### src/rtl/nibble_serial_adder_pkg.sv
// Shared constants, state encoding and width helper for the nibble-serial adder.
package nibble_serial_adder_pkg;

  localparam int unsigned NIB_W = 4;

  typedef enum logic [1:0] {
    StIdle = 2'd0,
    StRun  = 2'd1,
    StDone = 2'd2
  } state_e;

  // Ceiling log2, never below 1 so a single-nibble counter still has a bit.
  function automatic int unsigned clog2_min1(input int unsigned n);
    int unsigned w;
    w = 0;
    while ((32'd1 << w) < n) w++;
    return (w == 0) ? 1 : w;
  endfunction

endpackage

### src/rtl/nibble_serial_adder_cla4_slice.sv
// 4-bit carry-lookahead adder slice; also exports the carry into bit 3 for overflow.
module cla4_slice (
  input  logic [3:0] a,
  input  logic [3:0] b,
  input  logic       cin,
  output logic [3:0] s,
  output logic       cout,
  output logic       c3
);

  logic [3:0] g;
  logic [3:0] p;
  logic       c1;
  logic       c2;

  assign g = a & b;
  assign p = a ^ b;

  assign c1   = g[0] | (p[0] & cin);
  assign c2   = g[1] | (p[1] & g[0]) | (p[1] & p[0] & cin);
  assign c3   = g[2] | (p[2] & g[1]) | (p[2] & p[1] & g[0]) | (p[2] & p[1] & p[0] & cin);
  assign cout = g[3] | (p[3] & g[2]) | (p[3] & p[2] & g[1]) | (p[3] & p[2] & p[1] & g[0]) |
                (p[3] & p[2] & p[1] & p[0] & cin);

  assign s = p ^ {c3, c2, c1, cin};

endmodule

### src/rtl/nibble_serial_adder.sv
// WIDTH-bit add/subtract processed one nibble per cycle through a single CLA slice.
module nibble_serial_adder
  import nibble_serial_adder_pkg::*;
#(
  parameter int unsigned WIDTH = 16
) (
  input  logic             clk,
  input  logic             rst_n,
  input  logic             in_valid,
  output logic             in_ready,
  input  logic [WIDTH-1:0] a,
  input  logic [WIDTH-1:0] b,
  input  logic             sub,
  output logic             out_valid,
  input  logic             out_ready,
  output logic [WIDTH-1:0] sum,
  output logic             cout,
  output logic             ovf
);

  localparam int unsigned NIB   = WIDTH / NIB_W;
  localparam int unsigned IDX_W = clog2_min1(NIB);
  localparam logic [IDX_W-1:0] LastIdx = IDX_W'(NIB - 1);

  state_e           state_q;
  logic [WIDTH-1:0] a_q;
  logic [WIDTH-1:0] b_q;
  logic             carry_q;
  logic [IDX_W-1:0] idx_q;

  logic [3:0] slice_s;
  logic       slice_cout;
  logic       slice_c3;

  cla4_slice u_slice (
    .a    (a_q[idx_q*NIB_W +: NIB_W]),
    .b    (b_q[idx_q*NIB_W +: NIB_W]),
    .cin  (carry_q),
    .s    (slice_s),
    .cout (slice_cout),
    .c3   (slice_c3)
  );

  assign in_ready  = (state_q == StIdle);
  assign out_valid = (state_q == StDone);

  always_ff @(posedge clk or negedge rst_n) begin
    if (!rst_n) begin
      state_q <= StIdle;
      a_q     <= '0;
      b_q     <= '0;
      carry_q <= 1'b0;
      idx_q   <= '0;
      sum     <= '0;
      cout    <= 1'b0;
      ovf     <= 1'b0;
    end else begin
      unique case (state_q)
        StIdle: begin
          if (in_valid) begin
            // Subtraction is A + ~B + 1: invert B here, inject the +1 as carry-in.
            a_q     <= a;
            b_q     <= b ^ {WIDTH{sub}};
            carry_q <= sub;
            idx_q   <= '0;
            sum     <= '0;
            state_q <= StRun;
          end
        end
        StRun: begin
          sum[idx_q*NIB_W +: NIB_W] <= slice_s;
          carry_q                   <= slice_cout;
          if (idx_q == LastIdx) begin
            cout    <= slice_cout;
            ovf     <= slice_cout ^ slice_c3;
            state_q <= StDone;
          end else begin
            idx_q <= idx_q + 1'b1;
          end
        end
        StDone: begin
          if (out_ready) state_q <= StIdle;
        end
        default: state_q <= StIdle;
      endcase
    end
  end

endmodule

### config.mk
export PLATFORM = sky130hd
export DESIGN_NAME = nibble_serial_adder
export DESIGN_NICKNAME = d
export VERILOG_FILES = /design/src/rtl/nibble_serial_adder_pkg.sv /design/src/rtl/nibble_serial_adder_cla4_slice.sv /design/src/rtl/nibble_serial_adder.sv
export SDC_FILE = /design/constraint.sdc
export NUM_CORES = 1
export LEC_CHECK = 0
export BUFFER_PORTS_ARGS = -buffer_cell sky130_fd_sc_hd__buf_4
export CELL_PAD_IN_SITES_DETAIL_PLACEMENT = 1
export CELL_PAD_IN_SITES_GLOBAL_PLACEMENT = 2
export CORE_MARGIN = 5
export CORE_UTILIZATION = 36
export CTS_CLUSTER_DIAMETER = 150
export CTS_CLUSTER_SIZE = 20
export DETAILED_ROUTE_END_ITERATION = 16
export PLACE_DENSITY = 0.82
export SLEW_MARGIN = 30
export SYNTH_ARGS = -nofsm -noshare
export SYNTH_HDL_FRONTEND = slang
export SYNTH_SLANG_ARGS = --single-unit
### constraint.sdc
create_clock -name clk -period 3.1 [get_ports clk]
set_input_delay 0.31 -clock clk [delete_from_list [all_inputs] [get_ports clk]]
set_output_delay 0.31 -clock clk [all_outputs]
set_load 0.02 [all_outputs]
==> reports/qor.yml <==
synth:
  netlist.top_cell.by_area: "dfrtp_1"
  synth-compound-area-share_pct: 13.3
  synth_most_common_cell: "dfrtp_1"
  synth_ff_type: "dfrtp_1"
  synth_top_family_by_area: "multiplexers"
  synth_area_leaders: "dfrtp_1 (50%), mux2_1 (7.0%), mux4_2 (6.6%)"
  ys_warn_count: 0
  synth-xor-area-share_pct: 6.37
  yosys-top-cells-count: "dfrtp_1 (55), nor2_1 (23), a21oi_1 (18)"
  async_reset_ff_share_pct: 100
  synth.mux.area_fraction_pct: 13.6
  synthCells: 220
  seq_area_frac_synth_pct: 50.4
  synth_seq_cells: 55
  netlist_area_um2: 2730
  syn_nets: 267
  ys_types: 39
  syn_area_per_cell_um2: 12.4
  synth_edf_count: 0
  synth_fa_ha_area_share_pct: 4.86
  synth_simple_gate_area_share_pct: 7.70
  netlist.area_leader.share_pct: 50.4
detailed_routing:
  ant_nets: 0
  viasPerCell: 4.88
  wl_per_cell_um: 16.1
  wl_mm: 6.00
  dr.pass1.iters: 4
  drt_iter0_drc: 61
  vias: 1819
  route.detailed.drc: 0
placement:
  gp_congestion: 0.785
  dp_hpwl_mm: 4.49
  port_buffers: 56
floorplan:
  start_util_pct: 37.3
  die_h_um: 97.1
  core_area_um2: 7330
  pin_count: 57
  dieArea_um2: 9430
  num_rows: 31
  die_w_um: 97.1
sta:
  fin_crit_sh_pct: 83.0
  fin_skew_ns: 0.00312
  max_freq_ghz: 0.389
  period_needed_ns: 2.57
  maxSlewViolCount: 0
  fin_tns_setup_ns: 0
  max-slew-margin-rel_pct: 55.1
  hold_slack_ns: 0.0423
  tightest_slew_ns: 0.674
  hold_viol: 0
  rsz0062_at_grt: "false"
  setup_viol: 0
run_status:
  status: "complete, no violations"
pwr:
  swShare_pct: 43.6
  ir_drop_uv: 478
  powerDensity_nw_per_um2: 1140
  internal-power_mw: 2.11
  power_frac_clock_pct: 10.3
  switching_power_mw: 1.63
  leakage_nw: 1.49
  combPwrFrac_pct: 55.5
  pwr-share-seq_pct: 34.2
clock_tree:
  cts.sinks: 55
  path_clk_slew_ns: 0.09
  tritoncts: "done"
  clk_latency_ns: 0.30
  hold_buffers: 0
  cts_resized: 0
  post_cts_buffers: 0
  cts_made_buffers: 5
  ctsHtreeMaxLevel: 2
  clock_path_buffers: 2
  cts_root_buffer: "clkbuf_8"
finish:
  num_antenna_cells: 0
  drive_gt1_share_pct: 31.0
  nFillCells: 774
  syn_to_final_growth_pct: 20.2
  fin_nets: 320
global_route:
  grt_pass1_vias: 2015
  grt-ovfl-total: 0
  antenna_found_initial: 0
  grt_max_degree: 56
  track_usage_pct: 13.2
  grt_pass1_wl_mm: 10.1
setup_path:
  required_ns: 3.35
  r2r_cells: 7
  critical_path_class: "register to register"
  critPathCaptureType: "register"
  cp_max_fo: 8
  startpoint_type: "register"
  critPathArrivalTime_ns: 2.82
job:
  cap_viol_max_count: 0
hold_path:
  hold_path.class: "primary input to asynchronous set/reset pin"
[area by class of cell]
type / instances / area, um^2 / share of cell area [%]
multi-input cells: 148 / 1250 / 38.1
repair buffers: 57 / 428 / 13.0
flip-flops and latches: 55 / 1380 / 41.9
well taps: 99 / 124 / 3.77
clock inverters: 1 / 5.00 / 0.152
inverters: 6 / 22.5 / 0.686
clock buffers: 7 / 76.3 / 2.32
[critical path: stages, from the launching register on]
cell	delay, ns
dfrtp_1	0.62
buf_4	0.25
mux4_2	0.51
ha_1	0.33
o21ai_1	0.09
o21bai_2	0.22
xor2_2	0.29
a22o_1	0.19
[flip-flops by register name (all words and copies together) (netlist names)]
| register | count |
|---|---|
| idx_q | 2 |
| cout | 1 |
| state_q | 2 |
| b_q | 16 |
| sum | 16 |
| carry_q | 1 |
| ovf | 1 |
| a_q | 16 |
[path summary, 6_finish.rpt]
check                               from  endpoint  slack [ns]
max in group asynchronous          rst_n   b_q[15]        2.62
worst max-delay path            idx_q[0]    sum[3]        0.53
worst min register to register    a_q[8]    a_q[8]        0.49
worst max register to register  idx_q[0]    sum[3]        0.53
min in group clk                    a[9]    a_q[9]        0.21
worst min-delay path               rst_n   sum[15]        0.04
[layout by cell type, fill, tap and decap left out, types with 2 or more instances in the layout]
master    count
a22o_1       16
ha_1          9
o21ai_1       2
nor2_1       23
xnor2_1      17
mux4_2        8
inv_2         3
nand2_1       6
mux2_1       17
a21o_1        6
clkbuf_1      2
dfrtp_1      55
buf_4        57
clkbuf_8      5
inv_1         3
a21oi_2       2
a31oi_1       2
a21oi_1      18
o21ai_0       2
[metal layers]
layer / vias to the layer above / wire, um / GRT usage (%)
li1: 879 / - / -
met1: 892 / 2760 / 16.8
met2: 44 / 2880 / 22.3
met3: 4 / 289 / 3.45
met4: 0 / 60 / 3.24
met5: - / 0 / 0
[cells by family after synthesis]
| logic type | after synthesis |
|---|---|
| simple gates | 42 |
| xor+xnor | 19 |
| buf+inv | 17 |
| flops | 55 |
| compound gates | 52 |
| mux | 25 |
| fa+ha+maj | 10 |
[per-stage QoR]
stage | power (mW) | cells | util, % | instance area, um^2 | setup WS [ns]
3_3_place_gp | 3.32 | 365 | 43.7 | 3200 | 0.615
5_1_grt | 4.05 | 373 | 44.8 | 3280 | 0.339
2_1_floorplan | 2.75 | 220 | - | 2730 | 0.738
3_5_place_dp | 3.40 | 365 | 43.7 | 3200 | 0.507
4_1_cts | 3.80 | 373 | 44.8 | 3280 | 0.465
6_report | 3.74 | 373 | 44.8 | 3280 | 0.528
[power groups by stage]
stage                     registers, mW  clock network, mW  logic, mW
after global routing               1.33              0.430       2.29
after detailed placement           1.31                  0       2.09
after floorplan                    1.26                  0       1.49
after global placement             1.30                  0       2.02
after CTS                          1.29              0.396       2.11
final                              1.28              0.386       2.08
No activity file was read; power rests on OpenSTA's default activity.
